File: config.mk
export PLATFORM = sky130hd
export DESIGN_NAME = mem_bus_arbiter
export DESIGN_NICKNAME = d
export VERILOG_FILES = /design/src/rtl/mem_bus_arbiter.sv
export SDC_FILE = /design/constraint.sdc
export NUM_CORES = 1
export LEC_CHECK = 0
export BUFFER_PORTS_ARGS = -buffer_cell sky130_fd_sc_hd__buf_4
export CAP_MARGIN = 20
export CORE_MARGIN = 2
export CORE_UTILIZATION = 40
export CTS_BUF_LIST = sky130_fd_sc_hd__clkbuf_8
export DETAILED_ROUTE_END_ITERATION = 16
export PLACE_DENSITY = 0.75
export SETUP_SLACK_MARGIN = 0.15
export SLEW_MARGIN = 20
export SYNTH_ARGS = -nofsm -noshare
export SYNTH_HDL_FRONTEND = slang
export SYNTH_SLANG_ARGS = --single-unit
File: constraint.sdc
create_clock -name clk -period 2.7 [get_ports clk]
set_clock_uncertainty 0.05 [all_clocks]
set_input_delay 0.27 -clock clk [delete_from_list [all_inputs] [get_ports clk]]
set_output_delay 0.27 -clock clk [all_outputs]
set_load 0.02 [all_outputs]
File: src/rtl/mem_bus_arbiter.sv
// mem_bus_arbiter: two-master arbiter and sequencer
// for the single MemoryUnit request port.
module mem_bus_arbiter #(
  parameter int ADDR_W     = 27,
  parameter int DATA_W     = 32,
  parameter bit FIXED_PRIO = 1'b0,
  parameter int TIMEOUT    = 65535
) (
  input  logic              clk,
  input  logic              nreset,
  input  logic              m0_req,
  input  logic [ADDR_W-1:0] m0_addr,
  input  logic [DATA_W-1:0] m0_data,
  input  logic              m0_we,
  input  logic              m0_lock,
  output logic              m0_ack,
  output logic [DATA_W-1:0] m0_q,
  output logic              m0_err,
  input  logic              m1_req,
  input  logic [ADDR_W-1:0] m1_addr,
  input  logic [DATA_W-1:0] m1_data,
  input  logic              m1_we,
  output logic              m1_ack,
  output logic [DATA_W-1:0] m1_q,
  output logic              m1_err,
  output logic [ADDR_W-1:0] mu_address,
  output logic [DATA_W-1:0] mu_data,
  output logic              mu_we,
  output logic              mu_start,
  input  logic              mu_busy,
  input  logic [DATA_W-1:0] mu_q,
  output logic              owner
);

  typedef enum logic [1:0] {
    IDLE,
    ISSUE,
    WAIT,
    DONE
  } state_t;

  localparam logic [15:0] CNT_END = 16'(TIMEOUT - 1);

  state_t      state;
  logic        last;
  logic        lock_held;
  logic        busy_seen;
  logic [15:0] cnt;
  logic        gnt0;
  logic        gnt1;

  // IDLE-cycle grant; a held lock only survives
  // while master 0 keeps requesting
  always_comb begin
    gnt0 = 1'b0;
    gnt1 = 1'b0;
    if (lock_held && m0_req) begin
      gnt0 = 1'b1;
    end else if (m0_req && m1_req) begin
      if (FIXED_PRIO || last) gnt0 = 1'b1;
      else                    gnt1 = 1'b1;
    end else if (m0_req) begin
      gnt0 = 1'b1;
    end else if (m1_req) begin
      gnt1 = 1'b1;
    end
  end

  // sequencer FSM with registered outputs
  always_ff @(posedge clk or negedge nreset) begin
    if (!nreset) begin
      state      <= IDLE;
      mu_start   <= 1'b0;
      mu_we      <= 1'b0;
      mu_address <= '0;
      mu_data    <= '0;
      m0_ack     <= 1'b0;
      m1_ack     <= 1'b0;
      m0_err     <= 1'b0;
      m1_err     <= 1'b0;
      m0_q       <= '0;
      m1_q       <= '0;
      owner      <= 1'b0;
      last       <= 1'b1;
      lock_held  <= 1'b0;
      busy_seen  <= 1'b0;
      cnt        <= '0;
    end else begin
      mu_start <= 1'b0;
      m0_ack   <= 1'b0;
      m1_ack   <= 1'b0;
      m0_err   <= 1'b0;
      m1_err   <= 1'b0;
      unique case (state)
        IDLE: begin
          if (lock_held && !m0_req)
            lock_held <= 1'b0;
          if (gnt0 || gnt1) begin
            mu_address <= gnt1 ? m1_addr : m0_addr;
            mu_data    <= gnt1 ? m1_data : m0_data;
            mu_we      <= gnt1 ? m1_we : m0_we;
            owner      <= gnt1;
            mu_start   <= 1'b1;
            state      <= ISSUE;
          end
        end
        ISSUE: begin
          busy_seen <= 1'b0;
          cnt       <= '0;
          state     <= WAIT;
        end
        WAIT: begin
          if (mu_busy) busy_seen <= 1'b1;
          if (busy_seen && !mu_busy) begin
            if (owner) m1_q <= mu_q;
            else       m0_q <= mu_q;
            m0_ack <= !owner;
            m1_ack <= owner;
            state  <= DONE;
          end else if (cnt == CNT_END) begin
            m0_ack <= !owner;
            m1_ack <= owner;
            m0_err <= !owner;
            m1_err <= owner;
            state  <= DONE;
          end else begin
            cnt <= cnt + 16'd1;
          end
        end
        DONE: begin
          last      <= owner;
          lock_held <= !owner && m0_lock;
          state     <= IDLE;
        end
        default: state <= IDLE;
      endcase
    end
  end

endmodule

==> impl_results.md <==
- Status: complete, no violations
- Area taken by multi-input logic gates: 0.002733 mm²
- Maximum number of pins on one net before global-route repair: 74
- Count of mapped cells out of synthesis: 572
- # resized after CTS: 0
- Post-synth top area share: 0.5618
- I/O pin total: 288
- Leakage power of the design: 4.940 nW
- Placeable core area: 0.01647 mm²
- Final critical-path share of the clock period: 0.7839
- Initial core utilization: 0.4058
- Post-synthesis share of cell area spent on and, or, nand and nor gates: 0.1013
- Fraction of synthesized area in multiplexers: 0.2009
- Distinct cell type count of the synthesized netlist: 45
- Number of sinks on the clock net: 151
- Buffers inserted by post-CTS timing repair: 0
- Final period demand of the worst path: 2.116 ns
- All-layer global routing usage: 0.2019
- Most used cells in the layout excluding fill and tap cells: sky130_fd_sc_hd__buf_4, sky130_fd_sc_hd__dfrtp_1, sky130_fd_sc_hd__nand2_1
- Crit path from: cnt[0]
- Cell type with the highest aggregate area in the netlist: sky130_fd_sc_hd__dfrtp_1
- Cell area after synthesis: 0.006681 mm²
- Die outline height: 133.2 µm
- Transition time of the tightest slew-check pin: 0.7892 ns
- Width of the chip: 133.2 µm
- Dpl cell area: 0.009107 mm²
- CTS Hold Bufs: 33
- Sum of overflow across all layers after global routing: 0
- Number of iterations in the first detailed-routing pass: 6
- Post-Synth Adder-Cell Area: 0.01124
- H-tree lvl count: 4
- Mean Syn Cell Area: 11.68 µm²
- Yosys synthesis warning count: 0
- Sequential standard cell area: 0.003780 mm²
- Clock transition at path regs: 0.10 ns
- Count of input and output buffers: 287
- Sequential cell area fraction in the yosys report: 0.5657
- Cell types occupying the most area after synthesis: sky130_fd_sc_hd__dfrtp_1, sky130_fd_sc_hd__mux2_2, sky130_fd_sc_hd__mux2i_1
- GPL Wtd Cong: 0.8691
- Violation count after the first detailed-route iteration: 212
- Max-cap violations: 0
- Most common flop cell mapped by yosys: sky130_fd_sc_hd__dfrtp_1
- Crit Reg-Reg Startpoint: cnt[0]
- Std cell rows: 47
- CTS tree: done
- Required time worst endpoint: 3.00 ns
- Initial antenna violation count: 0
- Count of final setup violators: 0
- Post-synthesis to final-layout area growth: 47.36%
- Most frequent standard cell in the layout excluding fill and tap cells: sky130_fd_sc_hd__buf_4
- Via count normalized by instance count: 4.985
- Final instance area: 0.009846 mm²
- Async S/R FF share, synth: 1.000
- CP arrival: 2.41 ns
- Ratio of total power to cell area: 1076 mW/mm²
- Count of flip-flops with a built-in enable after synthesis: 0
- Clock latency at the later pin of the worst-skew pair: 0.46 ns
- Critical-path maximum fanout: 15
- Wire length of the first global-routing pass: 28170 µm
- Count of fill cells added during filler insertion: 1420
- Pins Over Slew Limit: 0
- Xor/xnor cell area share of the yosys netlist: 0
- Worst Hold Launch: m1_addr[2]
- Worst slack, placed: 0.6171 ns
- Ant. Diodes: 0
- Setup repair after global routing missed its margin: no
- Floorplan die area: 0.01775 mm²
- Worst-case setup margin in the final layout: 0.5835 ns
- Max clock buf depth: 2
- Worst min-delay path class: primary input to flip-flop
- Synthesis-stage register bit count: 151
- Headroom to the max-slew limit: 0.4719
- DR WL/cell: 15.71 µm
- Worst Setup End Kind: flip-flop
- Crit path kind: flip-flop to flip-flop
- Layout cells sized above 1: 0.4461
- Total number of vias: 5578
- Largest voltage drop on the vdd net: 0.0005152 V
- Via count of the first global-routing pass: 5502
- TritonCTS Buffers: 17
- Total Nets Final: 1050
- Total half-perimeter wirelength after legalization and detailed placement: 12840 µm
- Sort of element at the start of the critical path: flip-flop
- Total detailed-routing wirelength: 17570 µm
- Hold Violations, Final: 0
- Post-synthesis net count: 736
- Root Buffer Master: sky130_fd_sc_hd__clkbuf_8
- Share of the synthesized area in compound gates (AO/OA/AOI/OAI): 0.09232
- Sum of negative setup slack: 0 ns
- Remaining design rule violation count: 0
- Main combinational cell family by area after synthesis: multiplexers
- Max frequency: 472.5 MHz
- Number of nets with antenna violations after routing: 0
-- state kept, by name (all words and copies together) (netlist names) --
register    count
busy_seen       1
cnt            16
last            1
lock_held       1
m0_ack          1
m0_err          1
m0_q           32
m1_ack          1
m1_err          1
m1_q           32
mu_address     27
mu_data        32
mu_start        1
mu_we           1
owner           1
state           2
-- routing by layer --
metal  part of all wire  global-route usage
met1               0.42              0.2504
met2               0.50              0.3382
met3              0.065             0.05556
met4              0.021             0.07565
met5                  0                   0
-- per-stage QoR --
stage	power (mW)	instances	utilization	hold slack, ns
after global routing	11.28	1119	0.5979	0.01951
after CTS	10.69	1119	0.5979	0.004058
after global placement	8.778	1054	0.5531	0.1594
after detailed placement	8.912	1054	0.5531	0.1629
after floorplan	6.580	572	-	-0.07559
final	10.59	1119	0.5979	0.04134
-- where the power goes --
group          switching [mW]  leakage [nW]  total [mW]  internal [mW]
combinational            2.82          2.85        5.08           2.26
clock                    1.01         0.204        1.72          0.704
sequential              0.549          1.88        3.79           3.24
-- final cells by class --
cell class / instances / area share
clock buffers: 17 / 0.02376
clock inverters: 15 / 0.01766
inverters: 11 / 0.004194
multi-input cells: 374 / 0.2775
flip-flops and latches: 151 / 0.3839
well taps: 220 / 0.02796
repair buffers: 331 / 0.2650
-- cells in the mapped netlist, drive strengths merged (3+ instances only) --
master,number
nand2,76
inv,11
o311ai,6
nand3,12
clkbuf,22
mux2,65
mux2i,61
o311a,3
dfrtp,150
and4,6
nand4,9
ha,6
or4,4
nor2b,4
o211ai,4
nor4,5
o21ai,67
nor3,4
a21oi,6
buf,14
a211o,5
nor2,9
-- worst max-delay path: stages, from the launching register on --
cell and delay (ns):
sky130_fd_sc_hd__dfrtp_1 0.45, sky130_fd_sc_hd__inv_1 0.08, sky130_fd_sc_hd__ha_1 0.21, sky130_fd_sc_hd__and4_1 0.21, sky130_fd_sc_hd__and4_1 0.34, sky130_fd_sc_hd__o311a_1 0.40
sky130_fd_sc_hd__a211o_1 0.26
-- final timing paths --
kind                                  to  cells after the start  slack [ns]
setup / recovery                 cnt[11]                      6        0.58
hold / removal             mu_address[2]                      3        0.04
setup reg to reg                 cnt[11]                      6        0.58
hold reg to reg              mu_data[12]                      2        0.43
max in group asynchronous  mu_address[6]                      3        1.55
min in group asynchronous       m0_q[25]                      2        0.23
-- cells by family after synthesis --
| logic type | after synthesis |
|---|---|
| flops | 151 |
| compound gates | 102 |
| buf+inv | 47 |
| simple gates | 140 |
| mux | 126 |
| fa+ha+maj | 6 |
No activity file was read; power rests on OpenSTA's default activity.
